**src/rtl/segasys1_video_timing.sv**
```systemverilog
// Raster timing generator for the System 1 video pipeline: PH/PV beam counters,
// blanking, user-adjustable sync, frame count and the VBLANK interrupt request.
module segasys1_video_timing #(
  parameter int H_TOTAL  = 384,
  parameter int H_ACTIVE = 256,
  parameter int HS_START = 304,
  parameter int HS_WIDTH = 32,
  parameter int V_TOTAL  = 264,
  parameter int V_ACTIVE = 224,
  parameter int VS_START = 236,
  parameter int VS_WIDTH = 3
) (
  input  logic       VCLKx8,
  input  logic       RESET,
  input  logic       PCLK_EN,
  input  logic [3:0] HOFS,
  input  logic [2:0] VOFS,
  input  logic       IRQ_ACK,
  output logic [8:0] PH,
  output logic [8:0] PV,
  output logic       HBLK,
  output logic       VBLK,
  output logic       HSYNC,
  output logic       VSYNC,
  output logic       IRQ,
  output logic [7:0] FRAME
);

  localparam logic [8:0] H_LAST  = 9'(H_TOTAL - 1);
  localparam logic [8:0] V_LAST  = 9'(V_TOTAL - 1);
  localparam logic [8:0] H_ACT   = 9'(H_ACTIVE);
  localparam logic [8:0] V_ACT   = 9'(V_ACTIVE);
  localparam logic [8:0] HS_BASE = 9'(HS_START);
  localparam logic [8:0] HS_LEN  = 9'(HS_WIDTH);
  localparam logic [8:0] VS_BASE = 9'(VS_START);
  localparam logic [8:0] VS_LEN  = 9'(VS_WIDTH);

  logic [8:0] hofs_l;
  logic [8:0] vofs_l;

  logic       h_wrap;
  logic       f_wrap;
  logic [8:0] ph_nxt;
  logic [8:0] pv_nxt;
  logic [7:0] frame_nxt;
  logic [8:0] hofs_nxt;
  logic [8:0] vofs_nxt;
  logic [8:0] hs_lo;
  logic [8:0] hs_hi;
  logic [8:0] vs_lo;
  logic [8:0] vs_hi;
  logic       hblk_nxt;
  logic       vblk_nxt;
  logic       hsync_nxt;
  logic       vsync_nxt;
  logic       irq_set;

  // NOTE: every signal driven in this block is given a default first, so no
  // branch can leave one unassigned and infer a latch.
  always_comb begin
    ph_nxt    = PH + 9'd1;
    pv_nxt    = PV;
    frame_nxt = FRAME;
    hofs_nxt  = hofs_l;
    vofs_nxt  = vofs_l;
    h_wrap    = (PH == H_LAST);
    f_wrap    = h_wrap && (PV == V_LAST);

    if (h_wrap) begin
      ph_nxt = 9'd0;
      pv_nxt = f_wrap ? 9'd0 : PV + 9'd1;
    end

    // Offsets are sampled only at the frame boundary; decoding the new frame's
    // first pixel already uses the freshly captured values.
    if (f_wrap) begin
      frame_nxt = FRAME + 8'd1;
      hofs_nxt  = {{5{HOFS[3]}}, HOFS};
      vofs_nxt  = {{6{VOFS[2]}}, VOFS};
    end

    hs_lo = HS_BASE + hofs_nxt;
    hs_hi = hs_lo + HS_LEN;
    vs_lo = VS_BASE + vofs_nxt;
    vs_hi = vs_lo + VS_LEN;

    hblk_nxt  = (ph_nxt >= H_ACT);
    vblk_nxt  = (pv_nxt >= V_ACT);
    hsync_nxt = (ph_nxt >= hs_lo) && (ph_nxt < hs_hi);
    vsync_nxt = (pv_nxt >= vs_lo) && (pv_nxt < vs_hi);

    irq_set = PCLK_EN && h_wrap && (pv_nxt == V_ACT);
  end

  // NOTE: state is updated with non-blocking assignments so every flop samples
  // the pre-edge values computed above, independent of statement order.
  always_ff @(posedge VCLKx8) begin
    if (RESET) begin
      PH     <= 9'd0;
      PV     <= 9'd0;
      FRAME  <= 8'd0;
      HBLK   <= 1'b0;
      VBLK   <= 1'b0;
      HSYNC  <= 1'b0;
      VSYNC  <= 1'b0;
      IRQ    <= 1'b0;
      hofs_l <= 9'd0;
      vofs_l <= 9'd0;
    end else begin
      if (PCLK_EN) begin
        PH     <= ph_nxt;
        PV     <= pv_nxt;
        FRAME  <= frame_nxt;
        HBLK   <= hblk_nxt;
        VBLK   <= vblk_nxt;
        HSYNC  <= hsync_nxt;
        VSYNC  <= vsync_nxt;
        hofs_l <= hofs_nxt;
        vofs_l <= vofs_nxt;
      end
      // Set has priority over a coincident acknowledge.
      if (irq_set) begin
        IRQ <= 1'b1;
      end else if (IRQ_ACK) begin
        IRQ <= 1'b0;
      end
    end
  end

endmodule

```
**config.mk**
```make
export PLATFORM = sky130hd
export DESIGN_NAME = segasys1_video_timing
export DESIGN_NICKNAME = d
export VERILOG_FILES = /design/src/rtl/segasys1_video_timing.sv
export SDC_FILE = /design/constraint.sdc
export NUM_CORES = 1
export LEC_CHECK = 0
export CAP_MARGIN = 20
export CORE_ASPECT_RATIO = 1.2
export CORE_MARGIN = 2
export CORE_UTILIZATION = 62
export CTS_BUF_LIST = sky130_fd_sc_hd__clkbuf_4
export DETAILED_ROUTE_END_ITERATION = 12
export PLACE_DENSITY = 0.88
export SYNTH_ARGS = -nofsm -noshare
export SYNTH_HDL_FRONTEND = slang
export SYNTH_SLANG_ARGS = --single-unit
```
**constraint.sdc**
```tcl
create_clock -name VCLKx8 -period 5.5 [get_ports VCLKx8]
set_input_delay 1.1 -clock VCLKx8 [delete_from_list [all_inputs] [get_ports VCLKx8]]
set_output_delay 1.1 -clock VCLKx8 [all_outputs]
set_load 0.01 [all_outputs]
```
==> results of run 1 <==
==> where the power goes <==
part           internal (mW)  total, mW  switching [mW]
Sequential             0.351      0.355         0.00423
Combinational         0.0220     0.0465          0.0245
Clock                  0.100      0.222           0.122
==> per-layer routing <==
| layer | track usage | wire length (um) | part of all wire |
|---|---|---|---|
| met1 | 0.325 | 3320 | 0.41 |
| met2 | 0.481 | 4110 | 0.51 |
| met3 | 0.0529 | 392 | 0.049 |
| met4 | 0.105 | 219 | 0.027 |
| met5 | 0 | 0 | 0 |
==> cells in the mapped netlist, types with 5 or more instances <==
| library cell | number | area (um^2) |
|---|---|---|
| nand2_1 | 64 | 240 |
| dfxtp_1 | 48 | 961 |
| nor2_1 | 40 | 150 |
| a21oi_1 | 38 | 190 |
| ha_1 | 36 | 450 |
| xor2_1 | 24 | 210 |
| nand3_1 | 15 | 75.1 |
| nor3_1 | 15 | 75.1 |
| xnor2_1 | 15 | 131 |
| nand4_1 | 12 | 75.1 |
| o21ai_0 | 12 | 60.1 |
| inv_1 | 11 | 41.3 |
| and3_1 | 9 | 56.3 |
| mux2i_1 | 9 | 90.1 |
| clkbuf_1 | 8 | 30.0 |
| nor2b_1 | 7 | 43.8 |
| and2_1 | 5 | 31.3 |
| o21a_1 | 5 | 37.5 |
==> path summary, 6_finish.rpt <==
check,slack (ps),to
setup reg to reg,1340,VSYNC$_SDFFE_PP0P_
setup / recovery,1340,VSYNC$_SDFFE_PP0P_
hold reg to reg,460,hofs_l[1]$_SDFFE_PP0P_
hold / removal,460,hofs_l[1]$_SDFFE_PP0P_
==> worst min-delay path, stage by stage, from the launching register on <==
cell and delay [ps]:
dfxtp_1 340, nand2_1 50, a21oi_1 50
==> metrics by stage <==
stage	power, mW	std cells
after global routing	0.649	526
after CTS	0.627	526
final	0.623	526
after detailed placement	0.409	518
after global placement	0.407	518
after floorplan	0.387	431
==> flip-flops by register name, indices dropped and copies added, names as in the netlist <==
name,count
IRQ,1
VSYNC,1
VBLK,1
vofs_l,9
PH,9
hofs_l,9
FRAME,8
HSYNC,1
PV,9
==> cells by family (layout without fill, tap and decap cells) <==
group                      Yosys count  after routing  share of synthesized area
and+or+nand+nor                    189            189                      0.279
muxes                               12             12                     0.0360
AOI/OAI and AO/OA                   77             77                      0.133
buffers and inverters               30             63                     0.0422
xor gates and xnor gates            39             39                     0.0993
DFF                                 48             48                      0.279
adders and majority gates           36             36                      0.131
==> cell type report <==
type	count	area (um^2)	share of cell area
timing repair buffer	43	425	0.108
inverter	12	45.0	0.0115
tap	62	77.6	0.0198
clock buffer	6	45.0	0.0115
multi-input combinational	353	2330	0.595
sequential	48	961	0.245
clock inverter	2	35.0	0.00893
==> impl_metrics.py, run 1 <==
metrics = {
    "critical_path": {
        "critical_path_buf_inv_count": 0,
        "startpoint": "PV[0]$_SDFFE_PP0P_",
        "end_kind": "register",
        "start_kind": "register",
        "critPathMaxStageDelay_ps": 480,
        "ff2ff_path_depth": 14,
        "crit_fanout": 15,
        "cp_cell_sequence": "ha_1 -> and4b_4 -> and4_4 -> mux2i_1 -> ha_1 -> nor4_2 -> xor2_1 -> ha_1 -> a21o_1 -> a211oi_1 -> a21oi_1 -> o22ai_1 -> o31ai_1 -> o211ai_1",
        "cp.depth": 14,
        "r2r_start": "PV[0]$_SDFFE_PP0P_",
        "crit_top_cell": "ha_1",
        "slowest_stage": "dfxtp_1",
        "crit_family": "compound AO/OA/AOI/OAI gates",
        "worstSetupPathType": "register to register",
        "worstPathRequired_ps": 5820,
        "cp.arrival_ps": 4480,
    },
    "layout": {
        "mostFrequentLayoutCell": "nand2_1",
        "area_growth_pct": 14.0,
        "utilization": 0.735,
        "final_area_um2": 3920,
        "drive_above_1_share": 0.0539,
        "fin_nets": 510,
        "mostFrequentLayoutCells": "64 x nand2_1, 48 x dfxtp_1, 41 x clkdlybuf4s50_1",
        "nFillCells": 416,
        "antenna-diode-count": 0,
    },
    "timing": {
        "setup_tns_ps": 0,
        "max_slew_margin": 0.357,
        "hold_slack_ps": 463,
        "slew_violations": 0,
        "max_slew.worst_pin.slew_ps": 962,
        "final-hold-violation-count": 0,
        "finalSetupViolCount": 0,
        "rsz0062_at_grt": "no",
        "fin_skew_ps": 10.6,
        "max_freq_mhz": 240,
        "fin_crit_ps": 4160,
        "layout_setup_ws_ps": 1340,
        "period_share": 0.756,
    },
    "placed_design": {
        "gp_congestion": 0.878,
        "io_buffers": 41,
        "pre_cts_slack_ps": 1280,
        "place_area_um2": 3840,
        "hpwl_mm": 6.07,
    },
    "drt": {
        "drc": 0,
        "drt-pass1-iter-count": 4,
        "via_per_inst": 6.05,
        "postRouteAntennaNets": 0,
        "vias": 3184,
        "wl_mm": 8.04,
        "drtIter0Drc": 222,
        "routedWlPerCell_um": 15.3,
    },
    "yosys": {
        "synth_seq_area_share": 0.279,
        "yosys_register_bits": 48,
        "synth_edf_count": 0,
        "netlist_area_um2": 3440,
        "ys_warn_count": 0,
        "synth_cell_type_count": 52,
        "async_flop_share": 0,
        "synth_flop_cell": "dfxtp_1",
        "syn_avg_cell_area_um2": 7.98,
        "syn-num-nets": 478,
        "synth_cells": 431,
    },
    "clock_tree": {
        "ctsResizeCount": 0,
        "cts_hold_buffers": 0,
        "postCtsSetupBuffers": 0,
        "cts_tree": "built",
        "htree_levels": 2,
        "path_clk_slew_ps": 150,
        "clock_latency_ps": 380,
        "cts_max_path_buffers": 2,
        "clockRootBuffer": "clkbuf_4",
        "numCtsBuffers": 5,
        "cts_sinks": 48,
    },
    "power": {
        "vdd_ir_drop_max_mv": 0.191,
        "p_leak_nw": 1.59,
        "power_density_nw_per_um2": 159,
    },
    "global_routing": {
        "grtUsageTotal": 0.273,
        "grt_max_degree": 27,
        "grt_overflow": 0,
        "antenna_found_initial": 0,
        "grt_pass1_wl_mm": 13.6,
        "grt_pass1_vias": 2976,
    },
    "floorplanning": {
        "core_um2": 5330,
        "rows": 29,
        "fp.dieW_um": 72.0,
        "start_util": 0.645,
        "die-area_um2": 6160,
        "die_y_um": 85.6,
        "ioPinCount": 42,
    },
    "run": {
        "max_cap_viol_count": 0,
    },
    "min_path": {
        "hold-path-cell-count": 2,
        "hp-class": "register to register",
        "min_from": "hofs_l[1]$_SDFFE_PP0P_",
    },
    "outcome": {
        "status": "finished clean",
    },
}
Note: power is estimated with default switching activity, not from simulation.
==> run 2: changes to the inputs <==
--- a/config.mk
+++ b/config.mk
@@ -8,10 +8,10 @@
 export CAP_MARGIN = 20
 export CORE_ASPECT_RATIO = 1.2
 export CORE_MARGIN = 2
-export CORE_UTILIZATION = 62
+export CORE_UTILIZATION = 58
 export CTS_BUF_LIST = sky130_fd_sc_hd__clkbuf_4
 export DETAILED_ROUTE_END_ITERATION = 12
-export PLACE_DENSITY = 0.88
+export PLACE_DENSITY = 0.83
 export SYNTH_ARGS = -nofsm -noshare
 export SYNTH_HDL_FRONTEND = slang
 export SYNTH_SLANG_ARGS = --single-unit
==> constraint.sdc (replaced) <==
create_clock -name VCLKx8 -period 3.99 [get_ports VCLKx8]
set_input_delay 0.798 -clock VCLKx8 [delete_from_list [all_inputs] [get_ports VCLKx8]]
set_output_delay 0.798 -clock VCLKx8 [all_outputs]
set_load 0.01 [all_outputs]
==> impl_metrics.py, run 2 (synthesis gave the netlist of run 1 again) <==
metrics = {
    "outcome": {
        "status": "finished clean",
    },
    "clock_tree": {
        "cts_tree": "built",
        "clockRootBuffer": "clkbuf_4",
        "cts_sinks": 48,
        "cts_hold_buffers": 0,
        "ctsResizeCount": 0,
        "cts_max_path_buffers": 2,
        "path_clk_slew_ps": 160,
        "htree_levels": 2,
        "postCtsSetupBuffers": 0,
        "clock_latency_ps": 380,
        "numCtsBuffers": 5,
    },
    "timing": {
        "slew_violations": 0,
        "max_slew_margin": 0.579,
        "finalSetupViolCount": 0,
        "setup_tns_ps": 0,
        "final-hold-violation-count": 0,
        "period_share": 0.921,
        "fin_crit_ps": 3670,
        "rsz0062_at_grt": "no",
        "max_freq_mhz": 272,
        "max_slew.worst_pin.slew_ps": 630,
        "fin_skew_ps": 13.8,
    },
    "layout": {
        "area_growth_pct": 17.1,
        "mostFrequentLayoutCell": "nand2_1",
        "antenna-diode-count": 0,
        "drive_above_1_share": 0.0882,
        "nFillCells": 489,
        "fin_nets": 522,
        "mostFrequentLayoutCells": "64 x nand2_1, 45 x dfxtp_1, 41 x clkdlybuf4s50_1",
    },
    "critical_path": {
        "critical_path_buf_inv_count": 0,
        "crit_fanout": 6,
        "slowest_stage": "dfxtp_2",
        "end_kind": "register",
        "rrSetupSlack_ps": 320,
        "crit_family": "compound AO/OA/AOI/OAI gates",
        "cp.arrival_ps": 3990,
        "critPathMaxStageDelay_ps": 410,
        "worstSetupPathType": "register to register",
        "start_kind": "register",
        "crit_top_cell": "ha_1",
        "cp_cell_sequence": "ha_2 -> and4_1 -> and4_4 -> mux2i_1 -> ha_1 -> nor4_2 -> xor2_1 -> ha_1 -> a21o_1 -> a211oi_1 -> a21oi_1 -> o22ai_1 -> o31ai_1 -> o211ai_1",
        "worstPathRequired_ps": 4300,
    },
    "placed_design": {
        "hpwl_mm": 6.23,
        "gp_congestion": 0.886,
        "io_buffers": 41,
    },
    "floorplanning": {
        "rows": 30,
        "ioPinCount": 42,
        "start_util": 0.603,
        "fp.dieW_um": 74.3,
        "die-area_um2": 6560,
        "die_y_um": 88.3,
        "core_um2": 5710,
    },
    "drt": {
        "routedWlPerCell_um": 15.1,
        "drtIter0Drc": 234,
        "drt-pass1-iter-count": 4,
        "wl_mm": 8.40,
        "postRouteAntennaNets": 0,
        "drc": 0,
        "vias": 3191,
        "via_per_inst": 5.74,
    },
    "power": {
        "finalPower_mw": 0.813,
        "vdd_ir_drop_max_mv": 0.166,
        "power_density_nw_per_um2": 202,
        "p_leak_nw": 1.63,
    },
    "min_path": {
        "hp-class": "register to register",
    },
    "global_routing": {
        "grt_pass1_wl_mm": 13.5,
        "grtUsageTotal": 0.259,
        "antenna_found_initial": 0,
        "grt_max_degree": 51,
        "grt_overflow": 0,
        "grt_pass1_vias": 2886,
    },
    "run": {
        "max_cap_viol_count": 0,
    },
}
[run 2: worst paths after layout]
kind / from / endpoint / cells after the start
worst max-delay path: PH[0]$_SDFFE_PP0P_ / VSYNC$_SDFFE_PP0P_ / 14
worst min-delay path: hofs_l[2]$_SDFFE_PP0P_ / hofs_l[2]$_SDFFE_PP0P_ / 2
worst max register to register: PH[0]$_SDFFE_PP0P_ / VSYNC$_SDFFE_PP0P_ / 14
worst min register to register: hofs_l[2]$_SDFFE_PP0P_ / hofs_l[2]$_SDFFE_PP0P_ / 2
[run 2: final cells by class]
type	instances	area, um^2	area share
multi-input cells	353	2340	0.581
flip-flops and latches	48	965	0.240
repair buffers	55	515	0.128
well taps	80	100	0.0249
inverters	12	45.0	0.0112
clock buffers	5	37.5	0.00933
clock inverters	3	25.0	0.00622
[run 2: per-layer routing]
metal  GRT usage  vias up  wire length, um
met5           0        -                0
met4      0.0633        0              103
met3      0.0342       11              304
met2       0.459       73             4230
met1       0.333     1509             3760
li1            -     1598                -
[run 2: worst reg2reg max path, stage by stage, from the launching register on]
cell and delay [ps]:
dfxtp_2 410, ha_2 250, and4_1 220, and4_4 280, mux2i_1 260, ha_1 320
nor4_2 310, xor2_1 170, ha_1 260, a21o_1 180, a211oi_1 290, a21oi_1 120
o22ai_1 240, o31ai_1 110, o211ai_1 170
[run 2: per-stage QoR]
stage | hold slack, ps | util | area (um^2) | instances | setup slack (ps)
6_report | 468 | 0.705 | 4030 | 556 | 316
5_1_grt | 475 | 0.705 | 4030 | 556 | 26.4
4_1_cts | 464 | 0.704 | 4020 | 556 | 192
3_5_place_dp | 445 | 0.693 | 3950 | 548 | 200
3_3_place_gp | 439 | 0.693 | 3950 | 548 | 334
2_1_floorplan | 431 | - | 3440 | 431 | 224
[run 2: power by group]
| group | internal (mW) | switching, mW | total, mW | leakage (nW) |
|---|---|---|---|---|
| combinational | 0.0318 | 0.0358 | 0.0676 | 1.21 |
| clock | 0.0736 | 0.183 | 0.256 | 0.0322 |
| sequential | 0.484 | 0.00492 | 0.489 | 0.389 |
==> run 3: changes to the inputs <==
--- a/config.mk
+++ b/config.mk
@@ -7,7 +7,6 @@
 export LEC_CHECK = 0
 export CAP_MARGIN = 20
 export CORE_ASPECT_RATIO = 1.2
-export CORE_MARGIN = 2
 export CORE_UTILIZATION = 58
 export CTS_BUF_LIST = sky130_fd_sc_hd__clkbuf_4
 export DETAILED_ROUTE_END_ITERATION = 12
==> impl_metrics.py, run 3 (synthesis gave the netlist of run 1 again) <==
metrics = {
    "timing": {
        "max_freq_mhz": 270,
        "setup_tns_ps": 0,
        "max_slew_margin": 0.589,
        "max_slew.worst_pin.slew_ps": 616,
        "period_share": 0.927,
        "fin_skew_ps": 14.5,
        "hold_slack_ps": 460,
        "slew_violations": 0,
        "final-hold-violation-count": 0,
        "fin_crit_ps": 3700,
        "layout_setup_ws_ps": 292,
        "finalSetupViolCount": 0,
    },
    "drt": {
        "drc": 0,
        "vias": 3187,
        "wl_mm": 8.17,
        "postRouteAntennaNets": 0,
        "drt-pass1-iter-count": 4,
        "drtIter0Drc": 226,
        "routedWlPerCell_um": 14.7,
        "via_per_inst": 5.73,
    },
    "global_routing": {
        "use_met3": 0.0547,
        "grt-busiest-layer": "met2",
        "grtUsageTotal": 0.280,
        "grt_pass1_wl_mm": 13.9,
        "antenna_found_initial": 0,
        "grt_pass1_vias": 3114,
        "grt_overflow": 0,
        "grt_max_degree": 48,
        "met1_usage": 0.315,
        "use_met2": 0.494,
    },
    "floorplanning": {
        "core_um2": 5670,
        "start_util": 0.607,
        "rows": 30,
        "die-area_um2": 6240,
        "ioPinCount": 42,
        "fp.dieW_um": 72.3,
        "die_y_um": 86.3,
    },
    "clock_tree": {
        "cts_tree": "built",
        "cts_max_path_buffers": 2,
        "htree_levels": 2,
        "numCtsBuffers": 5,
        "postCtsSetupBuffers": 0,
        "clock_latency_ps": 370,
        "cts_hold_buffers": 0,
        "clockRootBuffer": "clkbuf_4",
        "cts_sinks": 48,
        "path_clk_slew_ps": 140,
    },
    "placed_design": {
        "place_area_um2": 3950,
        "dp.cells": 548,
        "gp_congestion": 0.908,
        "pre_cts_slack_ps": 234,
        "hpwl_mm": 6.25,
        "io_buffers": 41,
    },
    "critical_path": {
        "cp_cell_sequence": "ha_2 -> and4b_4 -> and4_4 -> buf_4 -> and2_1 -> a21oi_1 -> ha_1 -> xnor2_1 -> inv_1 -> ha_1 -> inv_1 -> ha_1 -> a21oi_1 -> nor2b_1 -> o21ai_0 -> nand2_1 -> o32ai_1",
        "worstSetupPathType": "register to register",
        "start_kind": "register",
        "cp.depth": 17,
        "worstPathRequired_ps": 4280,
        "crit_top_cell": "ha_1",
        "critPathMaxStageDelay_ps": 430,
        "ff2ff_path_depth": 17,
        "end_kind": "register",
        "cp.arrival_ps": 3990,
        "rrSetupSlack_ps": 290,
        "crit_fanout": 8,
        "critical_path_buf_inv_count": 3,
        "slowest_stage": "dfxtp_1",
        "crit_family": "adder cells",
    },
    "layout": {
        "mostFrequentLayoutCell": "nand2_1",
        "drive_above_1_share": 0.0882,
        "mostFrequentLayoutCells": "64 x nand2_1, 46 x dfxtp_1, 41 x clkdlybuf4s50_1",
        "area_growth_pct": 17.7,
        "utilization": 0.714,
        "final_area_um2": 4050,
        "antenna-diode-count": 0,
        "fin_nets": 522,
        "layout.cells.non_filler": 556,
    },
    "min_path": {
        "hold-path-cell-count": 2,
        "hp-class": "register to register",
    },
    "power": {
        "finalPower_mw": 0.855,
        "vdd_ir_drop_max_mv": 0.196,
        "p_leak_nw": 1.64,
        "power_density_nw_per_um2": 211,
    },
    "outcome": {
        "status": "finished clean",
    },
    "run": {
        "max_cap_viol_count": 0,
    },
}
run 3: where the power goes:
group,switching (mW),internal [mW]
clock network,0.166,0.131
logic,0.0370,0.0328
registers,0.00459,0.484
run 3: path summary, 6_finish.rpt:
kind / start / endpoint
worst max-delay path: PV[1]$_SDFFE_PP0P_ / HSYNC$_SDFFE_PP0P_
worst min-delay path: hofs_l[2]$_SDFFE_PP0P_ / hofs_l[2]$_SDFFE_PP0P_
worst max register to register: PV[1]$_SDFFE_PP0P_ / HSYNC$_SDFFE_PP0P_
worst min register to register: hofs_l[2]$_SDFFE_PP0P_ / hofs_l[2]$_SDFFE_PP0P_
run 3: tightest hold or removal path, cell delays in order (launching register included):
cell	delay, ps
dfxtp_1	340
nand2_1	50
a21oi_1	50
run 3: metal layers:
| layer | share of wire | vias to the layer above |
|---|---|---|
| met5 | 0 | - |
| met4 | 0.039 | 0 |
| met3 | 0.048 | 31 |
| met2 | 0.50 | 84 |
| met1 | 0.41 | 1465 |
| li1 | - | 1607 |
run 3: area by class of cell:
cell class,instances,area [um^2]
multi-input combinational,353,2340
clock buffer,5,37.5
fill,471,1620
sequential,48,963
tap,80,100
inverter,12,45.0
timing repair buffer,55,515
clock inverter,3,42.5
run 3: timing repair:
item	4_1_cts	5_1_grt
endpoints found under the setup margin	0	2
resized for setup	0	5
hold endpoints to repair	0	0
